<file path="src/rtl/phy_rx_deframer_if.sv">
// Symbol/event bundle for the receive-side PHY lane deframer.
// The optional statistics counters appear only when PHY_RX_STATS_EN is defined.
interface phy_rx_deframer_if;
  logic [7:0]  data_in;
  logic [7:0]  control_in;
  logic [7:0]  data_out;
  logic        data_valid;
  logic        pkt_start;
  logic        pkt_is_sdp;
  logic        pkt_end;
  logic        pkt_abort;
  logic [10:0] pkt_len;
  logic        os_valid;
  logic [1:0]  os_type;
  logic        error;
`ifdef PHY_RX_STATS_EN
  logic [15:0] good_pkt_cnt;
  logic [15:0] err_cnt;

  modport master (
    output data_in, control_in,
    input  data_out, data_valid, pkt_start, pkt_is_sdp, pkt_end, pkt_abort,
           pkt_len, os_valid, os_type, error, good_pkt_cnt, err_cnt
  );
  modport slave (
    input  data_in, control_in,
    output data_out, data_valid, pkt_start, pkt_is_sdp, pkt_end, pkt_abort,
           pkt_len, os_valid, os_type, error, good_pkt_cnt, err_cnt
  );
`else
  modport master (
    output data_in, control_in,
    input  data_out, data_valid, pkt_start, pkt_is_sdp, pkt_end, pkt_abort,
           pkt_len, os_valid, os_type, error
  );
  modport slave (
    input  data_in, control_in,
    output data_out, data_valid, pkt_start, pkt_is_sdp, pkt_end, pkt_abort,
           pkt_len, os_valid, os_type, error
  );
`endif
endinterface

</file>
<file path="src/rtl/phy_rx_deframer.sv">
// Receive-side deframer for the 8-bit PHY lane: delivers STP/SDP..END/EDB
// packets as a qualified byte stream, reports COM-led ordered sets and flags
// framing violations. All outputs are registered (one cycle latency).
// Define PHY_RX_STATS_EN to add saturating good-packet and error counters.
//
// state   | meaning
// IDLE    | between frames, expecting STP/SDP or COM
// PKT     | inside a packet, collecting payload bytes
// OS_COM  | COM seen, waiting for the ordered-set character
// OS_BODY | ordered-set characters being counted (saturates at 3)
module phy_rx_deframer #(
  parameter int MAX_LEN = 2047
) (
  input  logic            clk,
  input  logic            reset_l,
  phy_rx_deframer_if.slave rx
);
  typedef enum logic [1:0] {IDLE, PKT, OS_COM, OS_BODY} state_t;

  localparam logic [7:0]  SYM_STP = 8'hfb;
  localparam logic [7:0]  SYM_SDP = 8'h5c;
  localparam logic [7:0]  SYM_END = 8'hfd;
  localparam logic [7:0]  SYM_EDB = 8'hfe;
  localparam logic [7:0]  SYM_SKP = 8'h1c;
  localparam logic [7:0]  SYM_IDL = 8'h7c;
  localparam logic [7:0]  SYM_FTS = 8'h3c;
  localparam logic [7:0]  SYM_COM = 8'hbc;
  localparam logic [10:0] LEN_MAX = 11'(MAX_LEN);

  state_t      state, state_nx;
  logic [10:0] len_cnt, len_nx;
  logic [1:0]  os_cnt, os_cnt_nx;
  logic [1:0]  os_cur, os_cur_nx;

  logic [7:0]  data_out_q, data_out_nx;
  logic        dv_nx, start_nx, end_nx, abort_nx, osv_nx, err_nx;
  logic        sdp_q, sdp_nx;
  logic [10:0] pkt_len_q, pkt_len_nx;
  logic [1:0]  os_type_q, os_type_nx;
  logic        dv_q, start_q, end_q, abort_q, osv_q, err_q;

  logic        k;
  logic [1:0]  sym_os;
  logic        do_idle;
  logic        unused_ctrl;

  assign k           = rx.control_in[0];
  assign unused_ctrl = ^rx.control_in[7:1];

  // Ordered-set character class of the current symbol (00 = not an OS char).
  always_comb begin
    sym_os = 2'b00;
    if (k) begin
      case (rx.data_in)
        SYM_SKP: sym_os = 2'b01;
        SYM_IDL: sym_os = 2'b10;
        SYM_FTS: sym_os = 2'b11;
        default: sym_os = 2'b00;
      endcase
    end
  end

  // Next-state and registered-output values for the symbol on the lane.
  always_comb begin
    state_nx    = state;
    len_nx      = len_cnt;
    os_cnt_nx   = os_cnt;
    os_cur_nx   = os_cur;
    data_out_nx = data_out_q;
    sdp_nx      = sdp_q;
    pkt_len_nx  = pkt_len_q;
    os_type_nx  = os_type_q;
    dv_nx       = 1'b0;
    start_nx    = 1'b0;
    end_nx      = 1'b0;
    abort_nx    = 1'b0;
    osv_nx      = 1'b0;
    err_nx      = 1'b0;
    do_idle     = 1'b0;

    case (state)
      IDLE: do_idle = 1'b1;
      PKT: begin
        if (!k) begin
          dv_nx       = 1'b1;
          data_out_nx = rx.data_in;
          if (len_cnt != LEN_MAX) len_nx = len_cnt + 11'd1;
        end else if (rx.data_in == SYM_END) begin
          end_nx     = 1'b1;
          pkt_len_nx = len_cnt;
          state_nx   = IDLE;
        end else if (rx.data_in == SYM_EDB) begin
          abort_nx   = 1'b1;
          pkt_len_nx = len_cnt;
          state_nx   = IDLE;
        end else if (rx.data_in == SYM_STP || rx.data_in == SYM_SDP) begin
          // Restart: old packet is aborted and the new one opens in the same cycle.
          err_nx     = 1'b1;
          abort_nx   = 1'b1;
          pkt_len_nx = len_cnt;
          start_nx   = 1'b1;
          sdp_nx     = (rx.data_in == SYM_SDP);
          len_nx     = '0;
        end else begin
          err_nx     = 1'b1;
          abort_nx   = 1'b1;
          pkt_len_nx = len_cnt;
          state_nx   = (rx.data_in == SYM_COM) ? OS_COM : IDLE;
        end
      end
      OS_COM: begin
        if (k && rx.data_in == SYM_COM) begin
          state_nx = OS_COM;
        end else if (sym_os != 2'b00) begin
          state_nx  = OS_BODY;
          os_cur_nx = sym_os;
          os_cnt_nx = 2'd1;
        end else begin
          err_nx  = 1'b1;
          do_idle = 1'b1;
        end
      end
      OS_BODY: begin
        if (sym_os != 2'b00 && sym_os == os_cur) begin
          if (os_cnt != 2'd3) os_cnt_nx = os_cnt + 2'd1;
          if (os_cnt == 2'd2) begin
            osv_nx     = 1'b1;
            os_type_nx = os_cur;
          end
        end else begin
          if (os_cnt != 2'd3) err_nx = 1'b1;
          do_idle = 1'b1;
        end
      end
      default: state_nx = IDLE;
    endcase

    // Symbols handled as if the deframer were idle (also the fall-through path).
    if (do_idle) begin
      state_nx = IDLE;
      if (k && (rx.data_in == SYM_STP || rx.data_in == SYM_SDP)) begin
        state_nx = PKT;
        start_nx = 1'b1;
        sdp_nx   = (rx.data_in == SYM_SDP);
        len_nx   = '0;
      end else if (k && rx.data_in == SYM_COM) begin
        state_nx = OS_COM;
      end else begin
        err_nx = 1'b1;
      end
    end
  end

  // State register and internal counters.
  always_ff @(posedge clk or negedge reset_l) begin
    if (!reset_l) begin
      state   <= IDLE;
      len_cnt <= '0;
      os_cnt  <= '0;
      os_cur  <= '0;
    end else begin
      state   <= state_nx;
      len_cnt <= len_nx;
      os_cnt  <= os_cnt_nx;
      os_cur  <= os_cur_nx;
    end
  end

  // Registered outputs; strobes are recomputed every cycle so they last one cycle.
  always_ff @(posedge clk or negedge reset_l) begin
    if (!reset_l) begin
      data_out_q <= '0;
      dv_q       <= 1'b0;
      start_q    <= 1'b0;
      end_q      <= 1'b0;
      abort_q    <= 1'b0;
      osv_q      <= 1'b0;
      err_q      <= 1'b0;
      sdp_q      <= 1'b0;
      pkt_len_q  <= '0;
      os_type_q  <= '0;
    end else begin
      data_out_q <= data_out_nx;
      dv_q       <= dv_nx;
      start_q    <= start_nx;
      end_q      <= end_nx;
      abort_q    <= abort_nx;
      osv_q      <= osv_nx;
      err_q      <= err_nx;
      sdp_q      <= sdp_nx;
      pkt_len_q  <= pkt_len_nx;
      os_type_q  <= os_type_nx;
    end
  end

  assign rx.data_out   = data_out_q;
  assign rx.data_valid = dv_q;
  assign rx.pkt_start  = start_q;
  assign rx.pkt_is_sdp = sdp_q;
  assign rx.pkt_end    = end_q;
  assign rx.pkt_abort  = abort_q;
  assign rx.pkt_len    = pkt_len_q;
  assign rx.os_valid   = osv_q;
  assign rx.os_type    = os_type_q;
  assign rx.error      = err_q;

`ifdef PHY_RX_STATS_EN
  logic [15:0] good_cnt_q, err_cnt_q;

  // Saturating statistics, updated on the same edge as the matching strobe.
  always_ff @(posedge clk or negedge reset_l) begin
    if (!reset_l) begin
      good_cnt_q <= '0;
      err_cnt_q  <= '0;
    end else begin
      if (end_nx && good_cnt_q != 16'hffff) good_cnt_q <= good_cnt_q + 16'd1;
      if (err_nx && err_cnt_q != 16'hffff)  err_cnt_q  <= err_cnt_q + 16'd1;
    end
  end

  assign rx.good_pkt_cnt = good_cnt_q;
  assign rx.err_cnt      = err_cnt_q;
`endif
endmodule

</file>
<file path="src/flat_wrapper.sv">
// flat-port wrapper written by rule: the top's interface ports become plain ports
module phy_rx_deframer_flat 
#(
  parameter int MAX_LEN = 2047
)
  (clk, reset_l, rx_data_in, rx_control_in, rx_data_out, rx_data_valid, rx_pkt_start, rx_pkt_is_sdp, rx_pkt_end, rx_pkt_abort, rx_pkt_len, rx_os_valid, rx_os_type, rx_error);
  phy_rx_deframer_if rx_i ();
  input  logic clk;
  input  logic reset_l;
  input wire logic [$bits(rx_i.data_in)-1:0] rx_data_in;
  input wire logic [$bits(rx_i.control_in)-1:0] rx_control_in;
  output wire logic [$bits(rx_i.data_out)-1:0] rx_data_out;
  output wire logic [$bits(rx_i.data_valid)-1:0] rx_data_valid;
  output wire logic [$bits(rx_i.pkt_start)-1:0] rx_pkt_start;
  output wire logic [$bits(rx_i.pkt_is_sdp)-1:0] rx_pkt_is_sdp;
  output wire logic [$bits(rx_i.pkt_end)-1:0] rx_pkt_end;
  output wire logic [$bits(rx_i.pkt_abort)-1:0] rx_pkt_abort;
  output wire logic [$bits(rx_i.pkt_len)-1:0] rx_pkt_len;
  output wire logic [$bits(rx_i.os_valid)-1:0] rx_os_valid;
  output wire logic [$bits(rx_i.os_type)-1:0] rx_os_type;
  output wire logic [$bits(rx_i.error)-1:0] rx_error;
  assign rx_i.data_in = rx_data_in;
  assign rx_i.control_in = rx_control_in;
  assign rx_data_out = rx_i.data_out;
  assign rx_data_valid = rx_i.data_valid;
  assign rx_pkt_start = rx_i.pkt_start;
  assign rx_pkt_is_sdp = rx_i.pkt_is_sdp;
  assign rx_pkt_end = rx_i.pkt_end;
  assign rx_pkt_abort = rx_i.pkt_abort;
  assign rx_pkt_len = rx_i.pkt_len;
  assign rx_os_valid = rx_i.os_valid;
  assign rx_os_type = rx_i.os_type;
  assign rx_error = rx_i.error;
  phy_rx_deframer #(.MAX_LEN(MAX_LEN)) u_core (.clk(clk), .reset_l(reset_l), .rx(rx_i));
endmodule
</file>
<file path="config.mk">
export PLATFORM = sky130hd
export DESIGN_NAME = phy_rx_deframer_flat
export DESIGN_NICKNAME = d
export VERILOG_FILES = /design/src/rtl/phy_rx_deframer_if.sv /design/src/rtl/phy_rx_deframer.sv /design/src/flat_wrapper.sv
export SDC_FILE = /design/constraint.sdc
export NUM_CORES = 1
export LEC_CHECK = 0
export BUFFER_PORTS_ARGS = -buffer_cell sky130_fd_sc_hd__buf_2
export CAP_MARGIN = 0
export CORE_MARGIN = 2
export CORE_UTILIZATION = 40
export DETAILED_ROUTE_END_ITERATION = 7
export SLEW_MARGIN = 10
export SYNTH_ARGS = -nofsm -noshare
export SYNTH_HDL_FRONTEND = slang
export SYNTH_SLANG_ARGS = --single-unit
</file>
<file path="constraint.sdc">
create_clock -name clk -period 5.5 [get_ports clk]
set_clock_uncertainty 0.1 [all_clocks]
set_input_delay 1.1 -clock clk [delete_from_list [all_inputs] [get_ports clk]]
set_output_delay 1.1 -clock clk [all_outputs]
set_load 0.02 [all_outputs]
</file>
==> flow_summary.ini <==
[run_status]
outcome = finished clean

[logic_synthesis]
synth_top_area_share_pct = 49.3
ys_ff_latch = 45
postSynthCellCount = 233
synth_edf_count = 0
netlist_area_sq_um = 2290
async_reset_ff_share_pct = 100
syn_nets = 258
yosysMostFrequentCell = dfrtp_1
netlist_top_cells_count = dfrtp_1, nand2_1, nor2_1
synthFlopType = dfrtp_1
yosys.area.top_type = dfrtp_1
ys_top_cells_by_area = dfrtp_1, nand2_1, mux2_2
yosys_warnings = 0
ys_seq_area_share_pct = 49.3
syn_avg_cell_area_sq_um = 9.81
netlist-cell-type-count = 46

[clocking]
cts_htree_levels = 2
cts_sinks = 45
post_cts_resized = 0
post-cts-setup-buffers = 0
cts_hold_buffers = 0
cts_tree = yes
root_buffer = clkbuf_8
insertion_delay_ns = 0.30
clock_path_buffers = 2
path_clk_slew_ns = 0.08
cts_buffers = 5

[sta]
fmax_ghz = 0.346
setup_tns_ns = 0
slew_headroom_pct = 34.7
report.final.setup_viol = 0
drv_slew = 0
finalCriticalPeriod_ns = 2.89
tightest_slew_ns = 0.979
rsz0062_at_grt = no
finalHoldViolCount = 0
min_period_over_period_pct = 52.6

[place]
dpl.hpwl_microns = 3350
dp_cells = 336
place_congestion = 0.848
io_buffer_count = 38

[routing]
drt-pass1-iter-count = 4
vias = 1859
ant_nets = 0
drc = 0
vias_per_cell = 5.42
drtIter0Drc = 112
wl_microns = 4730
avgRoutedWirePerCell_microns = 13.8

[setup_path]
timing.critical_path.mode_cell = inv_1
worstPathRequired_ns = 5.59
cp.arrival_ns = 2.99
start_kind = input port
slowest_stage = a31oi_1
critical_path.top_delay_family = compound AO/OA/AOI/OAI gates
reg2reg_slack_ns = 2.67
r2r_cells = 8
path_buf_inv = 3
worstPathCellList = buf_2, inv_1, nand2_1, inv_1, a31oi_1, and3_1, o21ai_0, a21o_1
worst-setup-path-type = in -> reg
r2r-start = u_core.state[1]$_DFFE_PN0P_
endpoint_kind = flop
critPathLaunch = rx_control_in[0]
timing.rr.end = u_core.state[0]$_DFFE_PN0P_
crit_path_max_incr_delay_ns = 0.42
crit_fanout = 14

[flow_run]
maxCapViolations = 0

[cells_and_area]
fillers = 525
nets = 296
area_growth_pct = 14.8
final_cells = 343
multiInputGateArea_sq_um = 1090
fin_util_pct = 47.7
diodes = 0
regArea_sq_um = 1130
layout-drive-gt1-share_pct = 24.7

[worst_hold_path]
holdCritPathClass = reg -> reg
hold_depth = 2
min_to = u_core.rx.data_out[0]$_DFFE_PN0P_
min_from = u_core.rx.data_out[0]$_DFFE_PN0P_

[global_routing]
antenna_found_initial = 0
grt_pass1_wl_microns = 8260
grt_max_degree = 46
grt_pass1_vias = 1762
grt_use_total_pct = 16.6
grt-ovfl-total = 0

[pwr]
vdd_drop_max_mv = 0.149
p_leak_nw = 1.34
powerDensity_nw_per_um2 = 222

[floorplan]
die_x_microns = 79.6
die_area_sq_um = 6340
core_area_sq_um = 5510
die_y_microns = 79.6
rows = 27
initial_core_util_pct = 41.5
ios = 46
==> flip-flops by register name, summed over array words and instances (netlist names) <==
register	count
u_core.rx.data_out	8
u_core.rx.pkt_end	1
u_core.rx.error	1
u_core.os_cur	2
u_core.os_cnt	2
u_core.rx.os_type	2
u_core.rx.data_valid	1
u_core.rx.pkt_is_sdp	1
u_core.rx.pkt_start	1
u_core.state	2
u_core.len_cnt	11
u_core.rx.pkt_abort	1
u_core.rx.os_valid	1
u_core.rx.pkt_len	11
==> logic make-up (layout without fill, tap and decap cells) <==
family | Yosys count | count (layout) | share of synthesized area [%]
and+or+nand+nor | 103 | 103 | 22.6
DFF | 45 | 45 | 49.3
AOI/OAI and AO/OA | 44 | 44 | 13.8
buffers and inverters | 18 | 56 | 3.01
muxes | 14 | 14 | 6.79
adders and majority gates | 7 | 7 | 3.83
xor gates and xnor gates | 2 | 2 | 0.766
==> worst min-delay path, stage by stage, from the launching register on <==
cell	delay (ns)
dfrtp_1	0.34
nand2_1	0.05
nand2_1	0.05
==> power breakdown <==
| part | internal (mW) | leakage (nW) | switching [mW] |
|---|---|---|---|
| sequential | 0.335 | 0.613 | 0.00372 |
| clock | 0.0997 | 0.0443 | 0.105 |
| combinational | 0.0119 | 0.686 | 0.0263 |
| total | 0.447 | 1.34 | 0.135 |
==> routing by layer <==
| metal | routed length (microns) | vias up | global-route usage [%] |
|---|---|---|---|
| li1 | - | 907 | - |
| met4 | 21 | 0 | 5.86 |
| met1 | 2160 | 894 | 22.2 |
| met3 | 297 | 4 | 4.41 |
| met5 | 0 | - | 0 |
| met2 | 2250 | 54 | 26.0 |
==> area by class of cell <==
cell class              instances  area share, %
well taps                      72           3.43
flip-flops and latches         45           42.9
multi-input cells             170           41.6
clock buffers                   7           3.29
repair buffers                 38           7.24
inverters                      11           1.57
==> cells in the final DEF, fill, tap and decap left out, types with 5 or more instances in the layout <==
cell type and instances:
nor3_1 7, nand2_1 38, mux2_2 12, and3_1 5, a21oi_1 6, o21ai_0 11, inv_1 11, nor2_1 17
a31oi_1 5, clkbuf_8 6, nand3_1 12, dfrtp_1 45, buf_2 38, ha_1 7, nand4_1 7
==> metrics by stage <==
step	hold WS, ns	area, sq um	power [mW]	setup slack (ns)
6_report	0.374	2630	0.582	2.61
2_1_floorplan	0.394	2290	0.365	2.69
4_1_cts	0.382	2630	0.594	2.60
3_5_place_dp	0.356	2540	0.385	2.29
5_1_grt	0.404	2630	0.614	2.28
3_3_place_gp	0.357	2540	0.385	2.29
==> worst max path at each step <==
stage / depth (start not counted) / to
global placement: 8 / u_core.state[0]$_DFFE_PN0P_
floorplan: 7 / u_core.os_cnt[1]$_DFFE_PN0P_
CTS: 8 / u_core.state[0]$_DFFE_PN0P_
detailed placement: 8 / u_core.state[0]$_DFFE_PN0P_
global route: 8 / u_core.state[0]$_DFFE_PN0P_
finish: 8 / u_core.state[0]$_DFFE_PN0P_
No activity file was read; power rests on OpenSTA's default activity.
